`config.mk`:
```
export PLATFORM = sky130hd
export DESIGN_NAME = intt_post_scale
export DESIGN_NICKNAME = d
export VERILOG_FILES = /design/src/rtl/ntt_pkg.sv /design/src/rtl/intt_post_fifo.sv /design/src/rtl/mo_mul.sv /design/src/rtl/intt_post_scale.sv
export SDC_FILE = /design/constraint.sdc
export NUM_CORES = 1
export LEC_CHECK = 0
export ABC_AREA = 1
export CAP_MARGIN = 20
export CORE_MARGIN = 2
export CORE_UTILIZATION = 30
export CTS_CLUSTER_SIZE = 20
export DETAILED_ROUTE_END_ITERATION = 8
export HOLD_SLACK_MARGIN = 0.1
export PLACE_DENSITY = 0.49
export SETUP_SLACK_MARGIN = 0.1
export SLEW_MARGIN = 0
export SYNTH_ARGS = -nofsm -noshare
export SYNTH_HDL_FRONTEND = slang
export SYNTH_SLANG_ARGS = --single-unit
```
`constraint.sdc`:
```
create_clock -name clk -period 4.7 [get_ports clk]
set_input_delay 0.94 -clock clk [delete_from_list [all_inputs] [get_ports clk]]
set_output_delay 0.94 -clock clk [all_outputs]
set_load 0.005 [all_outputs]
```
`src/rtl/ntt_pkg.sv`:
```
// Shared types and constants for the INTT post-scale stage.
// Build-time widths come from DATA_WIDTH / NTT_STAGE_CNT / MUL_STAGE_CNT (Kyber defaults).
`ifndef DATA_WIDTH
`define DATA_WIDTH 12
`endif
`ifndef NTT_STAGE_CNT
`define NTT_STAGE_CNT 7
`endif
`ifndef MUL_STAGE_CNT
`define MUL_STAGE_CNT 3
`endif

package ntt_pkg;

  localparam int unsigned DATA_W     = `DATA_WIDTH;
  localparam int unsigned CNT_W      = `NTT_STAGE_CNT;
  localparam int unsigned MUL_STAGES = `MUL_STAGE_CNT;
  localparam int unsigned PAIRS      = 2 ** `NTT_STAGE_CNT;

  typedef logic [`DATA_WIDTH-1:0] coeff_t;

  typedef struct packed {
    coeff_t [1:0] c;
    logic         last;
  } pair_t;

  // Kyber modulus and Montgomery constants for R = 2^16
  localparam int unsigned Q_MOD    = 3329;
  localparam int unsigned QINV_NEG = 3327;  // -q^-1 mod 2^16

  localparam coeff_t DEFAULT_SCALE_CONST = coeff_t'(1441);

endpackage

```
`src/rtl/intt_post_fifo.sv`:
```
// Synchronous first-word-fall-through FIFO of coefficient pairs.
// A push on a full FIFO is accepted only when a pop happens in the same cycle.
module intt_post_fifo
  import ntt_pkg::*;
#(
  parameter int unsigned DEPTH = 8
) (
  input  logic  clk,
  input  logic  rst,
  input  logic  push,
  input  pair_t wdata,
  input  logic  pop,
  output pair_t rdata,
  output logic  full,
  output logic  empty
);

  localparam int unsigned AW = $clog2(DEPTH);

  pair_t         mem_q [DEPTH];
  logic [AW-1:0] wr_ptr_q, rd_ptr_q;
  logic [AW:0]   count_q;
  logic          push_ok, pop_ok;

  assign empty   = (count_q == '0);
  assign full    = (count_q == (AW+1)'(DEPTH));
  assign pop_ok  = pop && !empty;
  assign push_ok = push && (!full || pop_ok);
  assign rdata   = mem_q[rd_ptr_q];

  always_ff @(posedge clk) begin
    if (push_ok) mem_q[wr_ptr_q] <= wdata;
  end

  always_ff @(posedge clk or negedge rst) begin
    if (!rst) begin
      wr_ptr_q <= '0;
      rd_ptr_q <= '0;
      count_q  <= '0;
    end else begin
      if (push_ok) wr_ptr_q <= wr_ptr_q + AW'(1);
      if (pop_ok)  rd_ptr_q <= rd_ptr_q + AW'(1);
      case ({push_ok, pop_ok})
        2'b10:   count_q <= count_q + (AW+1)'(1);
        2'b01:   count_q <= count_q - (AW+1)'(1);
        default: count_q <= count_q;
      endcase
    end
  end

endmodule

```
`src/rtl/mo_mul.sv`:
```
// Pipelined Montgomery multiplier: res = a*b*2^-16 mod q, result always < q.
// Latency is Stages cycles from a/b to res.
module mo_mul
  import ntt_pkg::*;
#(
  parameter int unsigned Stages = MUL_STAGES
) (
  input  logic   clk,
  input  logic   rst,
  input  coeff_t a,
  input  coeff_t b,
  output coeff_t res
);

  logic [31:0] prod;
  logic [31:0] m_full;
  logic [31:0] t;
  coeff_t      red;
  coeff_t      pipe_q [Stages];

  always_comb begin
    prod   = 32'(a) * 32'(b);
    m_full = {16'b0, prod[15:0]} * 32'(QINV_NEG);
    // prod < 2^24 and m*q < 2^28, so the sum cannot overflow 32 bits
    t      = (prod + {16'b0, m_full[15:0]} * 32'(Q_MOD)) >> 16;
    red    = (t >= 32'(Q_MOD)) ? coeff_t'(t - 32'(Q_MOD)) : coeff_t'(t);
  end

  always_ff @(posedge clk or negedge rst) begin
    if (!rst) begin
      for (int i = 0; i < int'(Stages); i++) pipe_q[i] <= '0;
    end else begin
      pipe_q[0] <= red;
      for (int i = 1; i < int'(Stages); i++) pipe_q[i] <= pipe_q[i-1];
    end
  end

  assign res = pipe_q[Stages-1];

endmodule

```
`src/rtl/intt_post_scale.sv`:
```
// Scales the final INTT coefficient pairs by SCALE_CONST and buffers them for a ready/valid consumer.
// Define INTT_POST_SCALE_EN to enable the multipliers; otherwise lanes pass through a matched delay.
module intt_post_scale
  import ntt_pkg::*;
#(
  parameter int unsigned FIFO_DEPTH  = 8,
  parameter coeff_t      SCALE_CONST = DEFAULT_SCALE_CONST
) (
  input  logic                         clk,
  input  logic                         rst,
  input  logic                         in_en,
  input  logic [1:0][`DATA_WIDTH-1:0]  in,
  output logic                         out_valid,
  input  logic                         out_ready,
  output logic [1:0][`DATA_WIDTH-1:0]  out,
  output logic                         out_last,
  output logic                         busy,
  output logic                         ovf
);

  logic [MUL_STAGES-1:0] valid_pipe_q;
  logic [CNT_W-1:0]      in_cnt_q;
  logic                  ovf_q;
  coeff_t                res [2];
  logic                  push;
  pair_t                 wdata, rdata;
  logic                  full, empty;

`ifdef INTT_POST_SCALE_EN
  for (genvar k = 0; k < 2; k++) begin : g_mul
    mo_mul #(
      .Stages (MUL_STAGES)
    ) u_mo_mul (
      .clk (clk),
      .rst (rst),
      .a   (SCALE_CONST),
      .b   (in[k]),
      .res (res[k])
    );
  end
`else
  // Delay line matches multiplier latency so framing and timing are unchanged
  coeff_t dly_q [MUL_STAGES][2];
  logic   unused_scale;

  assign unused_scale = ^SCALE_CONST;

  always_ff @(posedge clk or negedge rst) begin
    if (!rst) begin
      for (int i = 0; i < int'(MUL_STAGES); i++) begin
        dly_q[i][0] <= '0;
        dly_q[i][1] <= '0;
      end
    end else begin
      dly_q[0][0] <= in[0];
      dly_q[0][1] <= in[1];
      for (int i = 1; i < int'(MUL_STAGES); i++) begin
        dly_q[i][0] <= dly_q[i-1][0];
        dly_q[i][1] <= dly_q[i-1][1];
      end
    end
  end

  assign res[0] = dly_q[MUL_STAGES-1][0];
  assign res[1] = dly_q[MUL_STAGES-1][1];
`endif

  always_ff @(posedge clk or negedge rst) begin
    if (!rst) begin
      valid_pipe_q <= '0;
    end else begin
      valid_pipe_q[0] <= in_en;
      for (int i = 1; i < int'(MUL_STAGES); i++) valid_pipe_q[i] <= valid_pipe_q[i-1];
    end
  end

  assign push = valid_pipe_q[MUL_STAGES-1];

  always_comb begin
    wdata      = '0;
    wdata.c[0] = res[0];
    wdata.c[1] = res[1];
    wdata.last = &in_cnt_q;
  end

  // in_cnt advances on dropped pushes too, so block framing survives an overflow
  always_ff @(posedge clk or negedge rst) begin
    if (!rst) begin
      in_cnt_q <= '0;
      ovf_q    <= 1'b0;
    end else begin
      if (push) in_cnt_q <= in_cnt_q + CNT_W'(1);
      if (push && full && !out_ready) ovf_q <= 1'b1;
    end
  end

  intt_post_fifo #(
    .DEPTH (FIFO_DEPTH)
  ) u_fifo (
    .clk   (clk),
    .rst   (rst),
    .push  (push),
    .wdata (wdata),
    .pop   (out_ready),
    .rdata (rdata),
    .full  (full),
    .empty (empty)
  );

  assign out_valid = !empty;
  assign out       = rdata.c;
  assign out_last  = rdata.last && !empty;
  assign busy      = (|valid_pipe_q) || !empty;
  assign ovf       = ovf_q;

endmodule

```
* After elaboration in Yosys (flattened, before gate mapping)
Memory sizes are Yosys's and may differ from the RTL's. Index checks and enable logic that the tools add are counted.
Storage, ports and cells: bits in registers 93, memory bits (writable) 200, memories kept 1, bits of input ports 28
Memories:
- u_fifo.mem_q | depth 8, bits a word 25, read ports 1, clocked after memory_dff 0, wr ports 1, line intt_post_fifo.sv:20 | pair_t mem_q [DEPTH];
Cells by class: eq/ne operators 3, muxes and demuxes 3, reductions and logical operators 14, $add $sub $neg 5
Operator list (count):
- $pmux W4 S2 | 1
- $add A7 B1 Y7 const B | 1
- $reduce_and A7 Y1 | 1
- $add A3 B1 Y3 const B | 2
- $logic_and A1 B1 Y1 | 5
- $add A4 B1 Y4 const B | 1
- $eq A4 B4 Y1 const B | 1
- $logic_not A4 Y1 | 1
- $sub A4 B1 Y4 const B | 1
- $logic_not A1 Y1 | 3
- $reduce_or A3 Y1 | 1
- $eq A2 B1 Y1 const B | 1
- $eq A2 B2 Y1 const B | 1
- $logic_or A1 B1 Y1 | 2
- $mux W1 | 2
- $reduce_bool A2 Y1 | 1

* Logic depth before layout (Yosys ltp)
word-level depth 7, mapped depth 14

* Cells and area by module
A second synthesis with hierarchy kept.
Unflattened totals: cells, all modules 762, area, all modules 10719.0 um^2
By module, submodules not included:
- intt_post_fifo | cells an instance 638, sequential area each 6256.0 um^2, area each 8408.1 um^2, instances 1
- intt_post_scale | cells an instance 124, sequential area each 2077.0 um^2, area each 2311.0 um^2, instances 1

* Least setup slack after synthesis
No wires, ideal clock.
path kind input-to-reg, from input out_ready, to memory u_fifo.mem_q[1][0] (netlist name), enable pin, buffers on the path 0, path slack 1.891 ns, data required time 4.293 ns, arrival 2.402 ns, cell stages on the path 4, path through inv_1 > a21oi_2 > nand2_1 > nor2_1
On the way: cells in the longest elaborated chain, start to end 5
Ends and longest elaborated chain:
- start: declaration | line intt_post_scale.sv:14 | input logic out_ready,
- $logic_and A1 B1 Y1 | line intt_post_fifo.sv:27 | assign pop_ok = pop && !empty;
- $logic_or A1 B1 Y1 | line intt_post_fifo.sv:28 | assign push_ok = push && (!full || pop_ok);
- $logic_and A1 B1 Y1 | line intt_post_fifo.sv:28
- $mux W1 | line intt_post_fifo.sv:32 | if (push_ok) mem_q[wr_ptr_q] <= wdata;
- $mux W1 (implied by the code) | line intt_post_fifo.sv:32
- end: declaration | line intt_post_fifo.sv:20
Every way passes these cells.

* Worst setup path after layout
from register u_fifo.rd_ptr_q[0], to output out_last
On the way: cells in the longest elaborated chain, start to end 2
Ends and longest elaborated chain:
- start: declaration | line intt_post_fifo.sv:21 | logic [AW-1:0] wr_ptr_q, rd_ptr_q;
- start signal: assignment | line intt_post_fifo.sv:42 | if (pop_ok) rd_ptr_q <= rd_ptr_q + AW'(1);
- $mem_v2 Z8 W25
- $logic_and A1 B1 Y1 | line intt_post_scale.sv:112 | assign out_last = rdata.last && !empty;
- end: declaration | line intt_post_scale.sv:16 | output logic out_last,
Every way passes these cells.

==> flow_summary.toml <==
[finish]
multi_input_area_um2 = 2153
utilization_pct = 36.34
layout_common_cells = "edfxtp_1, nor2_1, o21ai_0"
stdcell_count = 1366
drive_gt1_share_pct = 9.503
final_common_cell = "edfxtp_1"
finalNetCount = 914
area.sequential_um2 = 8335
num_antenna_cells = 0
num-fill-cells = 3413
syn2layout_area_growth_pct = 19.59
finalInstanceArea_um2 = 12890

[setup_path]
cpMaxStageDelayCell = "dfrtp_2"
reg2regPathDepth = 5
crit_chain = "inv_2 -> buf_4 -> o21ai_0 -> o21ai_1 -> nor2_1 -> nor2_1 -> clkdlybuf4s50_1"
cp-start-kind = "register"
slowest_delay_ps = 750
crit_required_ps = 3760
worstPathMaxFanout = 65
critPathCaptureType = "output port"
critPathKind = "register to output port"
crit_top_cell = "nor2_1"
arrival_ps = 3060

[sta]
max_freq_mhz = 250.1
tns_ps = 0
period_needed_ps = 3998
tightest_slew_ps = 984.0
setup_viol_count_final = 0
slew_violations = 0
timing_hold_violations_final = 0
rsz0062_at_grt = "no"
fin_crit_sh_pct = 85.06
relSlewSlack_pct = 34.40
finalClockSkew_ps = 12.89

[flow_run]
drv_cap = 0

[cts]
post_cts_resize_count = 0
hold_buffers = 0
clockRootBuffer = "clkbuf_16"
postCtsSetupRepairBufs = 0
cts_sinks = 293
clk_pin_slew_worst_paths_ps = 60
htreeDepth = 2
cts_tree = "built"
cts_max_path_buffers = 3
insertion_delay_ps = 500
cts_buffers = 34

[floorplanning]
die_h_um = 193.6
rows = 69
io-pin-count = 56
start_util_pct = 30.39
core_um2 = 35480
die_width_um = 193.6
dieArea_um2 = 37470

[yosys]
syn_inst = 811
yosys_warnings = 0
synth_nets = 845
synth_flop_cell = "edfxtp_1"
ys_async_sr_fraction_pct = 31.74
synth.distinct_cells = 30
synth.cell_area_um2 = 10780
ys_seq_elements = 293
synth_edf_count = 200
yosysSeqAreaShare_pct = 77.29
avgSynthCellArea_um2 = 13.29

[global_route]
grt_pass1_vias = 6135
grt_max_degree = 66
grt_pass1_wl_mm = 35.38
antenna_found_initial = 0
overflow = 0
grt_usage_pct = 12.13

[routing]
vias_per_cell = 4.425
wire_per_inst_um = 16.38
vias = 6044
final_antenna_net_count = 0
drt_iter0_drc = 392
drt_first_pass_iters = 4
finalWirelength_mm = 22.38
post-route-drc-count = 0

[outcome]
status = "complete, no violations"

[worst_hold_path]
hold_class = "register to register"
hold_depth = 0

[power]
power_density_nw_per_um2 = 621.6
ir_drop_mv = 0.2817
cellLeakagePower_nw = 4.717
finalPower_mw = 8.015

[place]
dpl.hpwl_mm = 12.17
portBuffers = 55
placedCellCount = 1305
placed_cell_area_um2 = 11850
gp_congestion = 0.7038
[layout make-up]
| cell class | count | share of cell area (%) |
|---|---|---|
| clock buffers | 49 | 7.356 |
| clock inverters | 12 | 0.7375 |
| inverters | 19 | 0.5531 |
| multi-input cells | 460 | 16.70 |
| flip-flops and latches | 293 | 64.65 |
| well taps | 461 | 4.474 |
| repair buffers | 72 | 5.531 |
[layer usage]
metal  global-route usage (%)  share of wire, %  up-vias
li1                         -                 -     2937
met3                    2.197               4.9       41
met4                    4.156               2.5        0
met5                        0                 0        -
met2                    19.64                47      116
met1                    16.45                45     2950
[worst paths after layout]
check	from	end	slack, ps
worst max-delay path	u_fifo.rd_ptr_q[0]$_DFFE_PN0P_	out_last	700
min in group asynchronous	rst	dly_q[56]$_DFF_PN0_	500
worst min-delay path	dly_q[62]$_DFF_PN0_	dly_q[38]$_DFF_PN0_	340
max in group asynchronous	rst	u_fifo.rd_ptr_q[0]$_DFFE_PN0P_	3490
worst min register to register	dly_q[62]$_DFF_PN0_	dly_q[38]$_DFF_PN0_	340
worst max register to register	valid_pipe_q[2]$_DFF_PN0_	u_fifo.mem_q[1][2]$_DFFE_PP_	2340
[synthesized netlist by cell type (7+ instances only)]
cell type / number / area [um^2]
edfxtp_1: 200 / 6006
nor2_1: 162 / 608.1
o21ai_0: 127 / 635.6
nand2_1: 103 / 386.6
dfrtp_1: 93 / 2327
o21ai_1: 26 / 130.1
inv_1: 15 / 56.30
buf_2: 11 / 55.05
buf_6: 11 / 123.9
xor2_1: 9 / 78.83
buf_4: 7 / 52.55
[kinds of logic after synthesis]
family	share of synthesized area, %
xor gates and xnor gates	0.8937
adders and majority gates	0.6963
DFF	77.29
and+or+nand+nor	10.55
AOI/OAI and AO/OA	7.369
buffers and inverters	3.203
[registers in the layout (all words and copies together) (netlist names)]
| signal | cells |
|---|---|
| in_cnt_q | 7 |
| ovf | 1 |
| u_fifo.rd_ptr_q | 3 |
| u_fifo.count_q | 4 |
| u_fifo.mem_q | 200 |
| u_fifo.wr_ptr_q | 3 |
| dly_q | 72 |
| valid_pipe_q | 3 |
[where the power goes]
group / switching, mW / total [mW] / internal, mW
Combinational: 1.30 / 2.20 / 0.899
Clock: 0.986 / 2.45 / 1.46
Sequential: 0.263 / 3.37 / 3.11
Total: 2.55 / 8.01 / 5.47
[metrics by stage]
step | hold slack (ps) | setup WS (ps)
after global routing | 355.0 | 477.7
after CTS | 346.3 | 632.4
final | 344.0 | 702.3
after floorplan | 331.2 | 1891
after detailed placement | 334.7 | 1193
after global placement | 333.3 | 1160
[critical path, delay by kind of cell, from the launching register on]
family,cells,cell delay (ps)
AND/OR/NAND/NOR,2,230
flip-flops,1,750
buffers and inverters,3,1240
AO/OA/AOI/OAI,2,300
Power figures use the tool's default switching activity.
